<file path="config.mk">
export PLATFORM = sky130hd
export DESIGN_NAME = knn_core_unit
export DESIGN_NICKNAME = d
export VERILOG_FILES = /design/src/rtl/knn_core_unit.sv
export SDC_FILE = /design/constraint.sdc
export NUM_CORES = 2
export LEC_CHECK = 0
export ABC_AREA = 0
export CORE_ASPECT_RATIO = 1.25
export CORE_MARGIN = 4
export CORE_UTILIZATION = 30
export DETAILED_ROUTE_END_ITERATION = 8
export PLACE_DENSITY_LB_ADDON = 0.25
export RECOVER_POWER = 100
export SETUP_SLACK_MARGIN = 0.5
export SYNTH_ARGS = -nofsm -noshare
export SYNTH_HDL_FRONTEND = slang
export SYNTH_SLANG_ARGS = --single-unit
</file>
<file path="constraint.sdc">
create_clock -name clk -period 5.4 [get_ports clk]
set_input_delay 0.81 -clock clk [delete_from_list [all_inputs] [get_ports clk]]
set_output_delay 0.81 -clock clk [all_outputs]
set_load 0.005 [all_outputs]
</file>
<file path="src/rtl/knn_core_unit.sv">
// Streaming k-nearest-neighbour selector: keeps the N closest training points to A, sorted by distance.
// Latency: a sample accepted at a rising edge is visible on Neighbour_info just after that edge.
// Backpressure: none; one sample per clock is always accepted (or discarded if it does not fit).
module knn_core_unit #(
  parameter int DATA_W      = 32,
  parameter int LABEL       = 8,
  parameter int N_NEIGHBOUR = 4
) (
  input  logic                          clk,
  input  logic                          rst,
  input  logic                          start,
  input  logic                          valid,
  input  logic [DATA_W-1:0]             A,
  input  logic [DATA_W-1:0]             B,
  input  logic [LABEL-1:0]              label,
  output logic [LABEL*N_NEIGHBOUR-1:0]  Neighbour_info
);

  localparam int CW = DATA_W / 2;   // coordinate width
  localparam int DW = 2 * CW + 1;   // distance width, one extra bit so dx^2+dy^2 never wraps

  // per-slot state; occupied slots are contiguous from slot 0 and sorted ascending
  logic [N_NEIGHBOUR-1:0] r_occ;
  logic [DW-1:0]          r_dist [N_NEIGHBOUR];
  logic [LABEL-1:0]       r_lbl  [N_NEIGHBOUR];

  logic [N_NEIGHBOUR-1:0] w_nxt_occ;
  logic [DW-1:0]          w_nxt_dist [N_NEIGHBOUR];
  logic [LABEL-1:0]       w_nxt_lbl  [N_NEIGHBOUR];

  logic [CW-1:0]   w_ax, w_ay, w_bx, w_by;
  logic [CW-1:0]   w_dx, w_dy;
  logic [2*CW-1:0] w_dx2, w_dy2;
  logic [DW-1:0]   w_dist;
  logic [N_NEIGHBOUR-1:0] w_gt;     // slot is empty or strictly farther than the new sample
  logic            w_prev_gt;

  assign w_ax = A[DATA_W-1:CW];
  assign w_ay = A[CW-1:0];
  assign w_bx = B[DATA_W-1:CW];
  assign w_by = B[CW-1:0];

  // absolute coordinate differences
  assign w_dx = (w_ax >= w_bx) ? (w_ax - w_bx) : (w_bx - w_ax);
  assign w_dy = (w_ay >= w_by) ? (w_ay - w_by) : (w_by - w_ay);

  // full-width squares and sum
  assign w_dx2  = {{CW{1'b0}}, w_dx} * {{CW{1'b0}}, w_dx};
  assign w_dy2  = {{CW{1'b0}}, w_dy} * {{CW{1'b0}}, w_dy};
  assign w_dist = {1'b0, w_dx2} + {1'b0, w_dy2};

  // parallel compare of every slot against the incoming distance; strict > keeps ties stable
  always_comb begin
    for (int i = 0; i < N_NEIGHBOUR; i++) begin
      w_gt[i] = !r_occ[i] || (r_dist[i] > w_dist);
    end
  end

  // next-state per slot: clear, write new entry at insertion point, shift up above it, else hold
  always_comb begin
    w_prev_gt = 1'b0;
    for (int i = 0; i < N_NEIGHBOUR; i++) begin
      w_nxt_occ[i]  = r_occ[i];
      w_nxt_dist[i] = r_dist[i];
      w_nxt_lbl[i]  = r_lbl[i];
      if (!start) begin
        w_nxt_occ[i]  = 1'b0;
        w_nxt_dist[i] = '0;
        w_nxt_lbl[i]  = '0;
      end else if (valid && w_gt[i]) begin
        if (w_prev_gt) begin
          // monotonic w_gt means the slot below is also displaced: take its old content
          w_nxt_occ[i]  = r_occ[i-1];
          w_nxt_dist[i] = r_dist[i-1];
          w_nxt_lbl[i]  = r_lbl[i-1];
        end else begin
          w_nxt_occ[i]  = 1'b1;
          w_nxt_dist[i] = w_dist;
          w_nxt_lbl[i]  = label;
        end
      end
      w_prev_gt = w_gt[i];
    end
  end

  // slot registers with asynchronous clear
  always_ff @(posedge clk or negedge rst) begin
    if (!rst) begin
      r_occ <= '0;
      for (int i = 0; i < N_NEIGHBOUR; i++) begin
        r_dist[i] <= '0;
        r_lbl[i]  <= '0;
      end
    end else begin
      r_occ <= w_nxt_occ;
      for (int i = 0; i < N_NEIGHBOUR; i++) begin
        r_dist[i] <= w_nxt_dist[i];
        r_lbl[i]  <= w_nxt_lbl[i];
      end
    end
  end

  // labels of the sorted list; empty slots read as zero
  always_comb begin
    Neighbour_info = '0;
    for (int i = 0; i < N_NEIGHBOUR; i++) begin
      Neighbour_info[LABEL*i +: LABEL] = r_occ[i] ? r_lbl[i] : '0;
    end
  end

endmodule

</file>
Word level (Yosys, flattened, before mapping)

Cells that the tools add are included.

Input bits: 76
Output and inout bits: 32
Word-level logic and storage cells: 80
Register bits after elaboration: 168

$lt $le $gt $ge: 6
Add/subtract/negate cells: 5
Multipliers: 2
Equal/unequal tests: 4
Reductions and logical operators: 12
Muxes and demuxes: 39

Operators by type and width:

| kind                 | count |
|---|---|
| $mux W33             | 11 |
| $gt A33 B33 Y1       | 4 |
| $mux W8              | 15 |
| $mul A16 B16 Y32     | 2 |
| $sub A16 B16 Y16     | 4 |
| $add A32 B32 Y33     | 1 |
| $ge A16 B16 Y1       | 2 |
| $mux W16             | 2 |
| $mux W1              | 11 |
| $ne A2 B1 Y1 const B | 4 |
| $logic_and A1 B1 Y1  | 4 |
| $logic_not A1 Y1     | 4 |
| $logic_or A1 B1 Y1   | 4 |

Longest topological paths before layout

Word-level depth: 9
Mapped depth: 52
Gate-level depth less buffers: 48

Worst setup path after synthesis

OpenSTA, ideal clock, no wires.

Path kind: input to register
Start: input A[16]
End: register r_dist[32] (netlist name)
Path slack: -7324 ps
Data arrival time: 12642 ps
Stages: 47
Cells stage by stage: inv_1 ha_1 inv_1 fa_1 a21o_1 a21o_1 a21oi_1 a211oi_1 o211ai_1 nand2_1 buf_2 a221o_1 o31a_1 clkbuf_1 buf_2 nor3_1 fa_1 inv_1 (+11 left out) a2111oi_0 nand3_1 nand3_1 a21oi_1 o41ai_1 nand3_1 nand2_1 xor2_1 ha_1 nand4_1 or4_1 nor4_1 o2111ai_1 a21bo_2 o22ai_2 nor2_4 or4_1 a31oi_1

Word-level cells in the longest chain between the ends: 9
Elaborated cells between the ends (all ways): 15
Classes of those cells: 3 x add/sub; 1 x mul; 3 x order compare; 1 x eq/ne; 4 x mux; 3 x reduce/logical

RTL lines:

| what                                               | line | text |
|---|---|---|
| start, declared                                    | 13   | `input logic [DATA_W-1:0] A,` |
| $sub A16 B16 Y16 or $ge A16 B16 Y1 (tied branches) | 44   | `assign w_dx = (w_ax >= w_bx) ? (w_ax - w_bx) : (w_bx - w_ax);` |
| $mux W16 *                                         | 44   |  |
| $mul A16 B16 Y32 *                                 | 48   | `assign w_dx2 = {{CW{1'b0}}, w_dx} * {{CW{1'b0}}, w_dx};` |
| $add A32 B32 Y33 *                                 | 50   | `assign w_dist = {1'b0, w_dx2} + {1'b0, w_dy2};` |
| $gt A33 B33 Y1                                     | 55   | `w_gt[i] = !r_occ[i] \|\| (r_dist[i] > w_dist);` |
| $logic_or A1 B1 Y1                                 | 55   |  |
| $mux W33                                           | 71   | `if (w_prev_gt) begin` |
| $mux W33                                           | 70   | `end else if (valid && w_gt[i]) begin` |
| $mux W33                                           | 66   | `if (!start) begin` |
| end signal, assigned by index                      | 97   | `r_dist[i] <= w_nxt_dist[i];` |
| end, declared                                      | 24   | `logic [DW-1:0] r_dist [N_NEIGHBOUR];` |

Every way passes the cells marked *; elsewhere a longest branch is shown, timed or not. The select of a mux whose other input is x is not followed.
A chain may end at the register's enable or synchronous reset.

Final worst setup path

Start: input A[16]
End: register r_dist[90] (netlist name)

Same word-level chain as after synthesis.

==> run_results.csv <==
group,metric,value,unit
status,outcome,"finished with violations",
status,violations,"capacitance limit, slew limit, setup timing",
layout,final_nets,5046,
worst_hold_path,hold_path.class,"reg2reg",
drt,drc_errors,0,
layout,diodes,0,
clocking,clk_pin_slew,0.07,ns
sta,period_share,228,%
setup_path,max_stage_delay,0.61,ns
drt,viasPerCell,4.85,
synth,synth_cell_types,91,
layout,final_cell_mix,"751 x buf_4, 556 x inv_1, 373 x fa_1",
drt,antenna_left,0,
synth,synth-xor-area-share,2.04,%
sta,clock.fmax,81.3,MHz
synth,seq_area_frac_synth,14.3,%
die,rows,127,
global_route,grt_pass1_wl,156000,um
clocking,cts.sinks,168,
layout,layout_commonest_cell,"buf_4",
sta,fin_worst_skew,0.0102,ns
global_route,grt_max_degree,101,
synth,synthMuxAreaShare,3.56,%
synth,synth_edf_count,0,
sta,tightest_slew,4.12,ns
synth,yosys-top-cells-area,"fa_1 27%, ha_1 16%, dfrtp_1 14%",
layout,final_area,42500,um2
clocking,cts_tree,"built",
synth,yosys_warnings,0,
sta,setup_violations,167,
global_route,antenna_found_initial,0,
clocking,cts_hold_buffers,0,
drt,wl_per_cell,18.0,um
global_route,overflow,0,
setup_path,cp.arrival,12.68,ns
synth,syn-num-nets,4188,
sta,slew_viol_final,83,
clocking,cts_buffer_depth,2,
synth,yosys.area_share.simple,13.1,%
clocking,cts_root_buf,"clkbuf_16",
drt,via_count,26701,
sta,max_slew_margin,-175,%
synth,async_flop_share,100,%
placement,portBuffers,107,
setup_path,path_class,"in2reg",
synth,synth_area_per_cell,8.77,um2
synth,yosysTopAreaCell,"fa_1",
synth,synth_flop_cell,"dfrtp_1",
setup_path,start_kind,"input port",
synth,yosys.area_share.adder,42.9,%
die,core_area,96500,um2
layout,fill_cells,9348,
setup_path,worstPathMaxFanout,7,
setup_path,crit_slowest_cell,"fa_2",
global_route,grt_pass1_vias,28769,
synth,syn-instance-count,3342,
setup_path,cp-end-kind,"register",
placement,place_area,37600,um2
sta,period_needed,12.29,ns
drt,wl,99100,um
clocking,numCtsBuffers,17,
drt,first_pass_iters,6,
sta,postLayoutSetupSlackWorst,-6.89,ns
setup_path,cp_data_required_time,5.79,ns
setup_path,r2r_slack,1.86,ns
clocking,clkLatencyLatePin,0.46,ns
synth,ys_ff_latch,168,
global_route,grt_usage,19.2,%
drt,drtIter0Drc,1234,
sta,setup_tns,-1124.04,ns
synth,synth_top_family_by_area,"adder cells",
sta,hold_violations,0,
clocking,htreeDepth,4,
die,start_util,30.4,%
die,ios,108,
sta,rsz0062_at_grt,"yes",
synth,yosysTopAreaCellShare,26.8,%
layout,drive_gt1_share,33.3,%
synth,synth_compound_area_share,14.2,%
die,die_w,288,um
placement,dp_hpwl,78200,um
die,die_h,357,um
layout,area_growth,44.9,%
flow_run,max_cap_viol_count,1,
placement,routabilityCongestion,0.884,
die,die_area,103000,um2
synth,synth_area,29300,um2
## worst max-delay path, delay by kind of cell
kind / cells / cell delay [ns]
adder cells (fa/ha/maj): 12 / 5.03
XOR/XNOR: 2 / 0.32
buffers and inverters: 18 / 2.13
AND/OR/NAND/NOR: 4 / 0.69
AO/OA/AOI/OAI: 20 / 3.64
## cell families (layout without fill, tap and decap cells)
| logic type | after synthesis | after routing |
|---|---|---|
| xor gates and xnor gates | 66 | 66 |
| buffers and inverters | 742 | 1610 |
| and+or+nand+nor | 820 | 820 |
| DFF | 168 | 168 |
| adders and majority gates | 771 | 771 |
| AOI/OAI and AO/OA | 671 | 672 |
| muxes | 104 | 104 |
## cell usage after synthesis (47+ instances only)
master / number
inv_1: 593
fa_1: 392
ha_1: 378
nor2_1: 278
nand2_1: 218
a21oi_1: 211
dfrtp_1: 168
o21ai_0: 158
mux2i_1: 101
clkbuf_1: 85
nand3_1: 75
a211oi_1: 53
a21o_1: 50
nor3_1: 47
## cell type report
cell class	count	area [um2]	area share (%)
clock inverter	9	124	0.292
tap	1290	1610	3.80
sequential	168	4200	9.90
multi-input combinational	2433	24900	58.6
inverter	601	2280	5.38
timing repair buffer	979	8860	20.9
clock buffer	21	470	1.11
## state kept, by name, indices dropped and copies added, names as in the netlist
| signal | count |
|---|---|
| r_occ | 4 |
| r_lbl | 32 |
| r_dist | 132 |
## routing by layer
layer / global-route usage [%] / wire, um / vias to the layer above
li1: - / - / 12761
met4: 6.35 / 3590 / 0
met2: 36.3 / 52400 / 566
met1: 22.8 / 40200 / 13222
met5: 0 / 0 / -
met3: 1.42 / 2920 / 152
## metrics by stage
| stage | worst slack, ns | utilization, % | instances | hold WS, ns |
|---|---|---|---|---|
| CTS | -6.80 | 42.2 | 5454 | 0.399 |
| finish | -6.89 | 44.0 | 5501 | 0.504 |
| global placement | -8.12 | 39.0 | 5315 | 0.471 |
| floorplan | -6.57 | - | 3342 | 0.450 |
| detailed placement | -8.31 | 39.0 | 5315 | 0.479 |
| global route | -7.33 | 44.0 | 5501 | 0.541 |
## path summary, 6_finish.rpt
check,start,to,cells past startpoint
setup / recovery,A[16],r_dist[90],56
hold reg to reg,r_dist[66],r_dist[66],2
setup reg to reg,r_dist[43],r_dist[65],14
hold / removal,r_dist[66],r_dist[66],2
max in group asynchronous,rst,r_lbl[31],2
min in group asynchronous,rst,r_lbl[25],1
## what timing repair did
item | in CTS | in global routing
endpoints found under the hold margin | 0 | 0
setup buffers | 90 | 42
gates cloned | 19 | 5
resized for setup | 310 | 320
pin swaps | 145 | 149
setup endpoints to repair | 167 | 167
Power is not shown: default switching activity piles up to over one toggle a cycle in this logic, so the estimate is an artifact.
